`src/rtl/cv32e40s_obi_instr_master_pkg.sv`:
```
// Shared types for the OBI instruction-fetch master.
// Defines the adapter FSM states and the A/R channel payload structs.
package cv32e40s_obi_instr_master_pkg;

    localparam int OBI_ADDR_W = 32;
    localparam int OBI_PROT_W = 3;
    localparam int OBI_DATA_W = 32;

    typedef enum logic [0:0] {
        TRANSPARENT = 1'b0,
        REGISTERED  = 1'b1
    } obi_if_state_e;

    typedef struct packed {
        logic [OBI_ADDR_W-1:0] addr;
        logic [OBI_PROT_W-1:0] prot;
    } obi_inst_req_t;

    typedef struct packed {
        logic [OBI_DATA_W-1:0] rdata;
        logic                  err;
    } obi_inst_resp_t;

endpackage

```
`src/rtl/cv32e40s_obi_instr_master_if.sv`:
```
// OBI instruction bus bundle: A channel (req/gnt/payload) and R channel (rvalid/payload).
// The master modport is driven by the fetch adapter, the slave modport by the bus.
interface if_c_obi
    import cv32e40s_obi_instr_master_pkg::*;
();
    logic           s_req;
    logic           s_gnt;
    logic           s_rvalid;
    obi_inst_req_t  req_payload;
    obi_inst_resp_t resp_payload;

    modport master (
        output s_req,
        output req_payload,
        input  s_gnt,
        input  s_rvalid,
        input  resp_payload
    );

    modport slave (
        input  s_req,
        input  req_payload,
        output s_gnt,
        output s_rvalid,
        output resp_payload
    );
endinterface

```
`src/rtl/cv32e40s_obi_instr_master_outstanding_cnt.sv`:
```
// Saturating outstanding-transaction counter with a sticky underflow flag.
// Latency: count updates one cycle after inc/dec; no backpressure (pure bookkeeping).
// Backpressure: none; the owner gates inc so the count never passes MAX_OUTSTANDING.
module cv32e40s_obi_outstanding_cnt #(
    parameter int MAX_OUTSTANDING = 2,
    parameter int CNT_W           = $clog2(MAX_OUTSTANDING + 1)
) (
    input  logic             clk,
    input  logic             rst_n,
    input  logic             i_inc,
    input  logic             i_dec,
    output logic [CNT_W-1:0] o_cnt,
    output logic             o_underflow
);

    logic [CNT_W-1:0] r_cnt;
    logic             r_underflow;
    logic [CNT_W-1:0] w_cnt_nxt;
    logic             w_underflow;

    // Simultaneous inc and dec cancel; a dec at zero is a bus protocol violation.
    always_comb begin
        w_cnt_nxt   = r_cnt;
        w_underflow = 1'b0;
        if (i_inc && !i_dec) begin
            if (r_cnt != CNT_W'(MAX_OUTSTANDING)) begin
                w_cnt_nxt = r_cnt + CNT_W'(1);
            end
        end else if (!i_inc && i_dec) begin
            if (r_cnt == '0) begin
                w_underflow = 1'b1;
            end else begin
                w_cnt_nxt = r_cnt - CNT_W'(1);
            end
        end
    end

    always_ff @(posedge clk or negedge rst_n) begin
        if (!rst_n) begin
            r_cnt       <= '0;
            r_underflow <= 1'b0;
        end else begin
            r_cnt       <= w_cnt_nxt;
            r_underflow <= r_underflow | w_underflow;
        end
    end

    assign o_cnt       = r_cnt;
    assign o_underflow = r_underflow;

endmodule

```
`src/rtl/cv32e40s_obi_instr_master.sv`:
```
// OBI instruction-fetch master: turns prefetcher requests into OBI A-channel cycles and forwards R responses.
// Latency: zero (A payload and responses pass combinationally); a stalled grant parks the payload in registers.
// Backpressure: trans_ready_o drops while a request waits for gnt or the outstanding limit is reached.
module cv32e40s_obi_instr_master
    import cv32e40s_obi_instr_master_pkg::*;
#(
    parameter  int MAX_OUTSTANDING = 2,
    localparam int CNT_W           = $clog2(MAX_OUTSTANDING + 1)
) (
    input  logic                  clk,
    input  logic                  rst_n,
    input  logic                  trans_valid_i,
    output logic                  trans_ready_o,
    input  logic [OBI_ADDR_W-1:0] trans_addr_i,
    input  logic [OBI_PROT_W-1:0] trans_prot_i,
    if_c_obi.master               m_c_obi,
    output logic                  resp_valid_o,
    output logic [OBI_DATA_W-1:0] resp_rdata_o,
    output logic                  resp_err_o,
    output logic [CNT_W-1:0]      outstanding_o,
    output logic                  protocol_err_o
);

    obi_if_state_e r_state;
    obi_if_state_e w_state_nxt;
    obi_inst_req_t r_hold;
    obi_inst_req_t w_payload;
    logic          r_started;
    logic          w_req;
    logic          w_ready;
    logic          w_capture;
    logic [CNT_W-1:0] w_cnt;

    // Ready ignores gnt so that req never combinationally depends on gnt.
    assign w_ready = r_started && (r_state == TRANSPARENT) &&
                     ((w_cnt < CNT_W'(MAX_OUTSTANDING)) || m_c_obi.s_rvalid);

    always_comb begin
        w_state_nxt = r_state;
        w_req       = 1'b0;
        w_capture   = 1'b0;
        w_payload   = '{addr: trans_addr_i, prot: trans_prot_i};
        case (r_state)
            TRANSPARENT: begin
                w_req = trans_valid_i && w_ready;
                if (w_req && !m_c_obi.s_gnt) begin
                    w_state_nxt = REGISTERED;
                    w_capture   = 1'b1;
                end
            end
            REGISTERED: begin
                w_req     = 1'b1;
                w_payload = r_hold;
                if (m_c_obi.s_gnt) begin
                    w_state_nxt = TRANSPARENT;
                end
            end
            default: begin
                w_state_nxt = TRANSPARENT;
            end
        endcase
    end

    always_ff @(posedge clk or negedge rst_n) begin
        if (!rst_n) begin
            r_state   <= TRANSPARENT;
            r_started <= 1'b0;
            r_hold    <= '0;
        end else begin
            r_state   <= w_state_nxt;
            r_started <= 1'b1;
            if (w_capture) begin
                r_hold <= '{addr: trans_addr_i, prot: trans_prot_i};
            end
        end
    end

    cv32e40s_obi_outstanding_cnt #(
        .MAX_OUTSTANDING (MAX_OUTSTANDING),
        .CNT_W           (CNT_W)
    ) u_outstanding_cnt (
        .clk         (clk),
        .rst_n       (rst_n),
        .i_inc       (w_req && m_c_obi.s_gnt),
        .i_dec       (m_c_obi.s_rvalid),
        .o_cnt       (w_cnt),
        .o_underflow (protocol_err_o)
    );

    assign m_c_obi.s_req       = w_req;
    assign m_c_obi.req_payload = w_payload;
    assign trans_ready_o       = w_ready;
    assign outstanding_o       = w_cnt;

    assign resp_valid_o = m_c_obi.s_rvalid;
    assign resp_rdata_o = m_c_obi.resp_payload.rdata;
    assign resp_err_o   = m_c_obi.resp_payload.err & m_c_obi.s_rvalid;

endmodule

```
`src/flat_wrapper.sv`:
```
// flat-port wrapper written by rule: the top's interface ports become plain ports
module cv32e40s_obi_instr_master_flat import cv32e40s_obi_instr_master_pkg::*;
#(
    parameter  int MAX_OUTSTANDING = 2,
    localparam int CNT_W           = $clog2(MAX_OUTSTANDING + 1)
)
  (clk, rst_n, trans_valid_i, trans_ready_o, trans_addr_i, trans_prot_i, resp_valid_o, resp_rdata_o, resp_err_o, outstanding_o, protocol_err_o, m_c_obi_s_req, m_c_obi_req_payload, m_c_obi_s_gnt, m_c_obi_s_rvalid, m_c_obi_resp_payload);
  if_c_obi m_c_obi_i ();
  input  logic clk;
  input  logic rst_n;
  input  logic trans_valid_i;
  output logic trans_ready_o;
  input  logic [OBI_ADDR_W-1:0] trans_addr_i;
  input  logic [OBI_PROT_W-1:0] trans_prot_i;
  output logic resp_valid_o;
  output logic [OBI_DATA_W-1:0] resp_rdata_o;
  output logic resp_err_o;
  output logic [CNT_W-1:0] outstanding_o;
  output logic protocol_err_o;
  output wire logic [$bits(m_c_obi_i.s_req)-1:0] m_c_obi_s_req;
  output wire logic [$bits(m_c_obi_i.req_payload)-1:0] m_c_obi_req_payload;
  input wire logic [$bits(m_c_obi_i.s_gnt)-1:0] m_c_obi_s_gnt;
  input wire logic [$bits(m_c_obi_i.s_rvalid)-1:0] m_c_obi_s_rvalid;
  input wire logic [$bits(m_c_obi_i.resp_payload)-1:0] m_c_obi_resp_payload;
  assign m_c_obi_s_req = m_c_obi_i.s_req;
  assign m_c_obi_req_payload = m_c_obi_i.req_payload;
  assign m_c_obi_i.s_gnt = m_c_obi_s_gnt;
  assign m_c_obi_i.s_rvalid = m_c_obi_s_rvalid;
  assign m_c_obi_i.resp_payload = m_c_obi_resp_payload;
  cv32e40s_obi_instr_master #(.MAX_OUTSTANDING(MAX_OUTSTANDING)) u_core (.clk(clk), .rst_n(rst_n), .trans_valid_i(trans_valid_i), .trans_ready_o(trans_ready_o), .trans_addr_i(trans_addr_i), .trans_prot_i(trans_prot_i), .m_c_obi(m_c_obi_i), .resp_valid_o(resp_valid_o), .resp_rdata_o(resp_rdata_o), .resp_err_o(resp_err_o), .outstanding_o(outstanding_o), .protocol_err_o(protocol_err_o));
endmodule
```
`config.mk`:
```
export PLATFORM = sky130hd
export DESIGN_NAME = cv32e40s_obi_instr_master_flat
export DESIGN_NICKNAME = d
export VERILOG_FILES = /design/src/rtl/cv32e40s_obi_instr_master_pkg.sv /design/src/rtl/cv32e40s_obi_instr_master_if.sv /design/src/rtl/cv32e40s_obi_instr_master_outstanding_cnt.sv /design/src/rtl/cv32e40s_obi_instr_master.sv /design/src/flat_wrapper.sv
export SDC_FILE = /design/constraint.sdc
export NUM_CORES = 1
export LEC_CHECK = 0
export CAP_MARGIN = 20
export CELL_PAD_IN_SITES_DETAIL_PLACEMENT = 0
export CELL_PAD_IN_SITES_GLOBAL_PLACEMENT = 1
export CORE_AREA = 4 4 90 108
export DETAILED_ROUTE_END_ITERATION = 10
export DIE_AREA = 0 0 94 112
export PLACE_DENSITY_LB_ADDON = 0.15
export SETUP_SLACK_MARGIN = 0.5
export SYNTH_ARGS = -nofsm -noshare
export SYNTH_HDL_FRONTEND = slang
export SYNTH_SLANG_ARGS = --single-unit
```
`constraint.sdc`:
```
create_clock -name clk -period 1.9 [get_ports clk]
set_input_delay 0.38 -clock clk [delete_from_list [all_inputs] [get_ports clk]]
set_output_delay 0.38 -clock clk [all_outputs]
set_load 0.1 [all_outputs]
```
==> impl_results.md, run 1 <==
- Status: completed
- Syn Inst Count: 175
- Routability congestion estimate: 0.634
- Main combinational cell family by area after synthesis: multiplexers
- Post-DR wirelength/cell: 15.3 um
- Final WS setup: 87.2 ps
- Lkg Pwr: 1.85 nW
- Worst EP required: 1520 ps
- Post-synth top area cell: dfrtp_1
- Clock Path Buffers: 2
- Hold Slack: 115 ps
- Unrepaired setup endpoints after global routing: true
- Tcrit/Tclk final: 95.4%
- Crit path max-delay cell type: dfrtp_2
- Clk_lat worst skew: 290 ps
- GRT overflow: 0
- Max IR drop VDD: 0.318 mV
- Top-area cell type share of the netlist area: 42.1%
- Number of global-route vias before repair: 1,730
- Pwr per Cell Area: 906 mW/mm2
- CTS tree: built
- Port bufs: 82
- Cells along the critical path: buf_4 -> a31o_4 -> buf_4 -> buf_12
- WP data arrival: 1430 ps
- Max-cap viol count: 0
- Die Y: 112 um
- Post-synth EDFFs: 0
- Async S/R FF share, synth: 100%
- Avg Inst Size Synth: 13.6 um2
- Nature of the critical path endpoint: primary output
- Layout cells sized above 1: 63.8%
- Ys Warns: 0
- Slew margin rel.: 55.5%
- Main area contributors after synthesis: dfrtp_1, mux2_2, mux2_4, buf_4, buf_6
- R2R setup slack: 310 ps
- Minimum clock period after layout: 1810 ps
- Synth Cell Area: 0.00238 mm2
- Root buffer cell: clkbuf_8
- Final ANT Viol Nets: 0
- Setup Viol. Count Final: 0
- Total Routing Usage GR: 10.8%
- FP Rows: 37
- Drt first-iter violations: 33
- Crit-path max cell delay: 450 ps
- Crit path launch type: flip-flop
- Area occupied by multi-input gates: 0.00127 mm2
- Hold Fails Final Rpt: 0
- Path type of the worst min-delay path: in -> async
- Top cell by count, worst path: buf_4
- FMAX: 552 MHz
- Netlist cell types: 23
- Origin of the critical flop-to-flop path: u_core.r_state$_DFF_PN0_
- Reg2Reg Capture Point: u_core.u_outstanding_cnt.o_cnt[0]$_DFFE_PN0P_
- Die Width: 94 um
- Setup_tns: 0 ps
- Synth Register Bits: 40
- Area grow syn2layout: 67.3%
- Io pins: 147
- Simple-gate portion of the synthesized area: 4.52%
- Pre-CTS WS: -71.3 ps
- Placed Area: 0.00376 mm2
- Drt pass-1 iters: 2
- Vias: 1,520
- Vias per inst: 4.22
- Complex-gate fraction of the synthesized area: 1.10%
- Clock sink count: 40
- Hold-fix buffers at CTS: 0
- Final Max Tran Viols: 0
- Multiplexer area fraction after synthesis: 37.9%
- Worst Clk Skew: 6.49 ps
- FF/Latch Area: 0.00101 mm2
- DRT Wirelength: 5500 um
- Worst-path maximum fanout: 5
- Critical path class: reg -> out
- Starting density of the core: 27.6%
- Design area: 0.00398 mm2
- Synthesized Nets: 250
- Post-Synth XOR/XNOR Area: 0.368%
- Fin nets: 317
- Sequential share of the synthesized area: 42.1%
- H-tree depth: 2
- Cells on worst reg2reg path: 7
- CTS buffer count: 5
- Finished Core Util: 46.2%
- DRC violations left: 0
- Post-Synth Adder-Cell Area: 1.05%
- Initial antenna violation count: 0
- Reg clk slew, reported paths: 80 ps
- Layout fillers: 791
- Die Area: 0.0105 mm2
- Measured slew at the worst slew-check pin: 667 ps
- Largest net degree at the start of global routing: 30
- First-pass GRT wire length: 8970 um
- Main synth FF type: dfrtp_1
- Antenna diodes: 0
- Core area: 0.00861 mm2
- Post-DP HPWL: 4060 um
metrics by stage:
step | total power, mW | instances
after detailed placement | 2.86 | 345
final | 3.61 | 360
after global placement | 2.85 | 345
after CTS | 3.66 | 359
after global routing | 3.75 | 360
after floorplan | 2.61 | 175
placed cells by master (no fill, tap or decap), types with 2 or more instances in the layout:
master and instances:
o21ai_1 2, nand2_1 2, clkdlybuf4s50_1 37, nor2b_1 3, dfrtp_2 2, buf_12 46, mux2_2 5, clkbuf_8 7
dfrtp_1 37, mux2_4 65, and2_4 2, buf_4 10, buf_6 4
state kept, by name (all words and copies together), names as in the netlist:
signal                                count
u_core.r_hold                            35
u_core.r_started                          1
u_core.r_state                            1
u_core.u_outstanding_cnt.o_cnt            2
u_core.u_outstanding_cnt.o_underflow      1
Yosys cell counts, drive strengths merged, types with 2 or more instances:
| cell | number |
|---|---|
| ha | 2 |
| nor2b | 3 |
| nand2 | 3 |
| nor2 | 2 |
| o21ai | 2 |
| mux2 | 70 |
| buf | 40 |
| dfrtp | 40 |
| and2 | 2 |
worst max-delay path by stage:
stage,startpoint,to,slack (ps),cells past startpoint
after floorplan,u_core.u_outstanding_cnt.o_cnt[1]$_DFFE_PN0P_,u_core.u_outstanding_cnt.o_cnt[0]$_DFFE_PN0P_,-60,7
after global placement,m_c_obi_s_rvalid,u_core.u_outstanding_cnt.o_underflow$_DFF_PN0_,-30,7
after detailed placement,m_c_obi_s_rvalid,u_core.u_outstanding_cnt.o_underflow$_DFF_PN0_,-70,7
after CTS,u_core.r_state$_DFF_PN0_,m_c_obi_req_payload[17],60,3
after global routing,u_core.r_state$_DFF_PN0_,m_c_obi_s_req,40,4
final,u_core.r_state$_DFF_PN0_,m_c_obi_s_req,90,4
layout make-up:
class | instances | area share [%]
well taps | 117 | 3.68
repair buffers | 100 | 35.9
flip-flops and latches | 40 | 25.3
inverters | 1 | 0.0943
multi-input cells | 94 | 31.8
clock buffers | 7 | 2.42
clock inverters | 1 | 0.754
critical path: cells and delay by family (launching register included):
kind            cells  cell delay (ps)
compound gates      1              210
flops               1              450
buf+inv             3              480
routing by layer:
layer | share of wire [%] | vias up | GRT usage [%]
li1 | - | 703 | -
met1 | 40 | 732 | 12.2
met2 | 50 | 73 | 18.3
met3 | 8.2 | 12 | 4.46
met4 | 1.7 | 0 | 3.56
met5 | 0 | - | 0
cells by family (layout without fill, tap and decap cells):
family	after synthesis	count (layout)
mux	70	70
fa+ha+maj	2	2
flops	40	40
simple gates	16	16
buf+inv	41	109
compound gates	4	4
other cells	1	1
xor+xnor	1	1
timing repair:
item,in CTS,in global routing
pin swaps,2,0
resized for setup,14,4
buffers inserted,6,1
setup endpoints to repair,78,78
where the power goes:
part	switching [mW]	internal [mW]	leakage, nW
sequential	0.0923	1.01	0.471
clock	0.295	0.464	0.0645
combinational	0.940	0.805	1.32
(Power assumes the default switching activity.)
==> run 2: changes to the inputs <==
--- a/config.mk
+++ b/config.mk
@@ -13,6 +13,7 @@
 export DIE_AREA = 0 0 94 112
 export PLACE_DENSITY_LB_ADDON = 0.15
 export SETUP_SLACK_MARGIN = 0.5
+export SKIP_CTS_REPAIR_TIMING = 1
 export SYNTH_ARGS = -nofsm -noshare
 export SYNTH_HDL_FRONTEND = slang
 export SYNTH_SLANG_ARGS = --single-unit
==> run 2 against run 1 <==
Against the previous run: non-clock buffer count fell by 1; worst setup slack barely moved; global-route usage fell by 0.18 points; sequential cell count did not move; cell count fell by 0.28%; power fell by 0.12%; critical path depth fell by 1; maximum frequency barely moved; clock skew barely moved; critical path type unchanged; critical endpoint is now m_c_obi_req_payload[14]; largest cell class unchanged; highest routed layer unchanged.
==> impl_results.md, run 2 (same netlist as run 1, synthesis figures left out) <==
- Status: completed
- Post-DR wirelength/cell: 15.3 um (about the same)
- Final ANT Viol Nets: 0 (unchanged)
- Met2 WL post-DR: 2740 um (-0.76%)
- Max IR drop VDD: 0.318 mV (+0.14%)
- Vias: 1,518 (-0.13%)
- Hold Fails Final Rpt: 0 (unchanged)
- Minimum clock period after layout: 1810 ps (+0.0233 ps)
- Setup_tns: 0 ps (unchanged)
- Reg clk slew, reported paths: 80 ps (about the same)
- Die Width: 94 um (unchanged)
- Crit path launch type: flip-flop
- Max reg flops: 35 (unchanged)
- Starting density of the core: 27.6% (unchanged)
- Path type of the worst min-delay path: in -> async
- Fin nets: 316 (-0.32%)
- DRC violations left: 0 (unchanged)
- Nature of the critical path endpoint: primary output
- Antenna diodes: 0 (unchanged)
- Max-cap viol count: 0 (unchanged)
- Measured slew at the worst slew-check pin: 663 ps (-3.69 ps)
- CTS buffer count: 5 (unchanged)
- Final WS setup: 87.2 ps (-0.0233 ps)
- Metal3 WL: 449 um (-0.88%)
- Clk_lat worst skew: 290 ps (about the same)
- Routability congestion estimate: 0.634 (unchanged)
- Root buffer cell: clkbuf_8
- FMAX: 552 MHz (about the same)
- Lkg Pwr: 1.86 nW (+0.24%)
- Total Routing Usage GR: 10.6% (-0.18 points)
- Core area: 0.00861 mm2 (unchanged)
- Critical path class: reg -> out
- Clock sink count: 40 (unchanged)
- Pre-CTS WS: -71.3 ps (unchanged)
- CTS tree: built
- Layout cells sized above 1: 62.8% (-0.98 points)
- Most frequent cells in the layout: mux2_4, buf_12, clkdlybuf4s50_1, dfrtp_1, buf_4
- Die Y: 112 um (unchanged)
- GRT overflow: 0 (unchanged)
- Port bufs: 82 (unchanged)
- Worst Clk Skew: 6.51 ps (+0.0178 ps)
- Placed cells: 345 (unchanged)
- H-tree depth: 2 (unchanged)
- Area grow syn2layout: 66.5%
- Drt pass-1 iters: 2 (unchanged)
- Die Area: 0.0105 mm2 (unchanged)
- Wire length on met1: 2200 um (+0.46%)
- Worst-path maximum fanout: 19 (+14)
- Final std cells w/o fill: 359 (-0.28%)
- FP Rows: 37 (unchanged)
- Tcrit/Tclk final: 95.4% (about the same)
- Worst EP required: 1520 ps (about the same)
- Vias per inst: 4.23 (+0.15%)
- Largest register by flop count: u_core.r_hold
- Initial antenna violation count: 0 (unchanged)
- Slew margin rel.: 55.8% (+0.25 points)
- Io pins: 147 (unchanged)
- Drt first-iter violations: 24 (-27%)
- Number of global-route vias before repair: 1,699 (-1.8%)
- Setup Viol. Count Final: 0 (unchanged)
- Post-DP HPWL: 4060 um (unchanged)
- Largest net degree at the start of global routing: 30 (unchanged)
- Clock Path Buffers: 2 (unchanged)
- First-pass GRT wire length: 8820 um (-1.7%)
- Unrepaired setup endpoints after global routing: true
- Most common cell after layout, fill and taps aside: mux2_4
- Final Max Tran Viols: 0 (unchanged)
- Highest metal used: met4
- DRT Wirelength: 5480 um (-0.25%)
- Pwr per Cell Area: 910 mW/mm2 (+0.35%)
- WP data arrival: 1430 ps (about the same)
[run 2: worst paths after layout]
check,depth (start not counted),slack [ps],endpoint,start
hold / removal,1,110,u_core.r_hold[23]$_DFFE_PN0P_,rst_n
setup reg to reg,5,260,u_core.r_hold[1]$_DFFE_PN0P_,u_core.r_state$_DFF_PN0_
min in group clk,1,510,u_core.r_hold[22]$_DFFE_PN0P_,u_core.r_hold[22]$_DFFE_PN0P_
max in group asynchronous,2,1240,u_core.r_hold[5]$_DFFE_PN0P_,rst_n
hold reg to reg,1,510,u_core.r_hold[22]$_DFFE_PN0P_,u_core.r_hold[22]$_DFFE_PN0P_
setup / recovery,3,90,m_c_obi_req_payload[14],u_core.r_state$_DFF_PN0_
[run 2: final cells by class]
cell class,instances,area (um2)
clock buffers,7,96.3
clock inverters,1,30.0
fillers,791,4650
inverters,1,3.75
multi-input cells,94,1260
flip-flops and latches,40,1010
well taps,117,146
repair buffers,99,1410
[run 2: where the power goes]
group | internal (mW) | switching [mW]
Sequential | 1.01 | 0.0931
Combinational | 0.800 | 0.938
Clock | 0.464 | 0.296
[run 2: through the flow]
step	hold WS [ps]	util, %	power (mW)	instance area, um2
after floorplan	84.4	-	2.61	2600
after global placement	470	43.7	2.85	3760
after detailed placement	468	43.7	2.86	3760
after CTS	142	45.1	3.65	3890
after global routing	167	46.0	3.74	3960
final	113	46.0	3.60	3960
[run 2: worst max-delay path, cell delays in order, from the launching register on]
cell and delay [ps]:
dfrtp_2 430, buf_12 210, mux2_4 330, buf_12 170
[run 2: routing by layer]
layer  up-vias  GRT usage [%]
li1        700              -
met1       733           11.9
met2        73           18.1
met3        12           4.46
met4         0           3.56
met5         -              0
==> run 3: changes to the inputs <==
--- a/config.mk
+++ b/config.mk
@@ -11,7 +11,7 @@
 export CORE_AREA = 4 4 90 108
 export DETAILED_ROUTE_END_ITERATION = 10
 export DIE_AREA = 0 0 94 112
-export PLACE_DENSITY_LB_ADDON = 0.15
+export PLACE_DENSITY_LB_ADDON = 0.1
 export SETUP_SLACK_MARGIN = 0.5
 export SKIP_CTS_REPAIR_TIMING = 1
 export SYNTH_ARGS = -nofsm -noshare
==> constraint.sdc (replaced) <==
create_clock -name clk -period 1.9 [get_ports clk]
set_input_delay 0.19 -clock clk [delete_from_list [all_inputs] [get_ports clk]]
set_output_delay 0.19 -clock clk [all_outputs]
set_load 0.1 [all_outputs]
==> run 3 against run 2 <==
Against the previous run: combinational power is essentially flat; worst hold slack gained 270 ps; largest power group unchanged; routed wire length up 14%; power is 0.41% higher; global-route usage is 0.60 points higher; first-iteration DRC count grew 50%; clock-buffer cell count stayed put; non-clock buffer count did not move; cell area rose by 0.19%; sequential cell count unchanged; sequential share of layout area decreased by 0.080 points.
==> impl_results.md, run 3 (same netlist as run 1, synthesis figures left out) <==
- Status: completed
- CTS tree: built
- Setup Viol. Count Final: 0 (unchanged)
- Core area: 0.00861 mm2 (unchanged)
- Max-cap viol count: 0 (unchanged)
- Antenna diodes: 0 (unchanged)
- Drt first-iter violations: 36 (+50%)
- DRT Wirelength: 6280 um (+14%)
- First-pass GRT wire length: 9390 um (+6.5%)
- Crit path launch type: flip-flop
- Initial antenna violation count: 0 (unchanged)
- Number of global-route vias before repair: 1,796 (+5.7%)
- DRC violations left: 0 (unchanged)
- Minimum clock period after layout: 1660 ps (-151 ps)
- Post-DP HPWL: 4510 um (+11%)
- Most frequent cells in the layout: mux2_4, buf_12, clkdlybuf4s50_1, dfrtp_1
- Final std cells w/o fill: 359 (unchanged)
- Clock sink count: 40 (unchanged)
- Die Width: 94 um (unchanged)
- WP data arrival: 1470 ps (+40 ps)
- Seq pwr share: 30.7% (about the same)
- Max IR drop VDD: 0.445 mV (+40%)
- Starting density of the core: 27.6% (unchanged)
- Path type of the worst min-delay path: in -> out
- Vias: 1,598 (+5.3%)
- Area grow syn2layout: 66.9%
- Most common cell after layout, fill and taps aside: mux2_4
- Final Max Tran Viols: 0 (unchanged)
- Lkg Pwr: 1.84 nW (-0.79%)
- Layout cells sized above 1: 62.8% (unchanged)
- Clock Path Buffers: 2 (unchanged)
- Total Routing Usage GR: 11.2% (+0.60 points)
- Slew margin rel.: 66.0% (+10 points)
- FP Rows: 37 (unchanged)
- Switch share: 37.2% (+0.39 points)
- CTS buffer count: 5 (unchanged)
- Tcrit/Tclk final: 87.5% (-7.9 points)
- FMAX: 602 MHz (+9.1%)
- Die Area: 0.0105 mm2 (unchanged)
- Routability congestion estimate: 0.720 (+14%)
- Worst EP required: 1710 ps (+190 ps)
- Cells on worst reg2reg path: 5 (unchanged)
- Io pins: 147 (unchanged)
- Placed cells: 339 (-1.7%)
- Nature of the critical path endpoint: primary output
- Hold Fails Final Rpt: 0 (unchanged)
- Largest register by flop count: u_core.r_hold
- Final ANT Viol Nets: 0 (unchanged)
- Worst hold path stage count: 0
- Pint: 2.27 mW (-0.21%)
- Port bufs: 82 (unchanged)
- Net switching power: 1.35 mW (+1.5%)
- Hold Slack: 380 ps (+267 ps)
- Clk_lat worst skew: 300 ps (about the same)
- Drt pass-1 iters: 4 (+2)
- Fin nets: 316 (unchanged)
- Post-DR wirelength/cell: 17.5 um (+14%)
- Die Y: 112 um (unchanged)
- Logic pwr share: 48.2% (about the same)
- Worst-path maximum fanout: 15 (-4)
- Unrepaired setup endpoints after global routing: true
- Root buffer cell: clkbuf_8
- GRT overflow: 0 (unchanged)
- Vias per inst: 4.45 (+5.3%)
- Pwr per Cell Area: 912 mW/mm2 (+0.22%)
- Tot Pwr: 3.62 mW (+0.41%)
- H-tree depth: 2 (unchanged)
- Largest net degree at the start of global routing: 36 (+20%)
- Critical path class: reg -> out
- Clock network fraction of total power: 21.1% (about the same)
- Measured slew at the worst slew-check pin: 509 ps (-154 ps)
- Max reg flops: 35 (unchanged)
- Worst Clk Skew: 9.31 ps (+2.80 ps)
- Reg clk slew, reported paths: 70 ps (about the same)
==> run 3: cell count changes in the layout (fill, tap and decap cells not counted), sizes merged <==
cell / delta
buf: -4
clkbuf: +3
dlygate4sd3: +1
clkdlybuf4s50: +2
dlymetal6s2s: -2
==> run 3: cell type report <==
cell class	instances	area [um2]
inverters	1	3.75
clock inverters	1	30.0
flip-flops and latches	40	1010
clock buffers	7	96.3
repair buffers	99	1430
well taps	117	146
fillers	802	4640
multi-input cells	94	1260
==> run 3: metrics by stage <==
stage / setup TNS, ps / utilization [%] / worst slack [ps] / cell area (um2)
finish: 0 / 46.1 / 238 / 3970
global route: 0 / 46.1 / 185 / 3970
CTS: 0 / 43.6 / 41.3 / 3760
detailed placement: 0 / 42.2 / 3.76 / 3630
global placement: 0 / 42.2 / 109 / 3630
floorplan: -122 / - / -57.0 / 2550
==> run 3: final timing paths <==
check / start / endpoint / slack, ps
worst max-delay path: u_core.r_state$_DFF_PN0_ / m_c_obi_req_payload[15] / 240
worst min-delay path: m_c_obi_resp_payload[20] / resp_rdata_o[19] / 380
worst max register to register: u_core.r_state$_DFF_PN0_ / u_core.r_hold[15]$_DFFE_PN0P_ / 260
worst min register to register: u_core.r_hold[20]$_DFFE_PN0P_ / u_core.r_hold[20]$_DFFE_PN0P_ / 510
max in group asynchronous: rst_n / u_core.r_hold[32]$_DFFE_PN0P_ / 830
min in group asynchronous: rst_n / u_core.r_hold[29]$_DFFE_PN0P_ / 400
==> run 3: worst max-delay path: stages (launching register included) <==
cell     delay [ps]
dfrtp_2         440
buf_12          180
mux2_2          380
buf_12          170
==> run 3: power by group through the flow <==
| stage | Clock [mW] | Combinational, mW | Sequential [mW] |
|---|---|---|---|
| floorplan | 0 | 1.47 | 1.11 |
| global placement | 0 | 1.70 | 1.11 |
| detailed placement | 0 | 1.71 | 1.13 |
| CTS | 0.791 | 1.72 | 1.11 |
| global route | 0.830 | 1.81 | 1.13 |
| finish | 0.763 | 1.74 | 1.11 |
==> run 3: metal layers <==
metal	wire, um	GRT usage [%]	up-vias
li1	-	-	700
met1	2270	11.7	806
met2	3390	20.5	70
met3	460	4.12	22
met4	148	3.76	0
met5	0	0	-
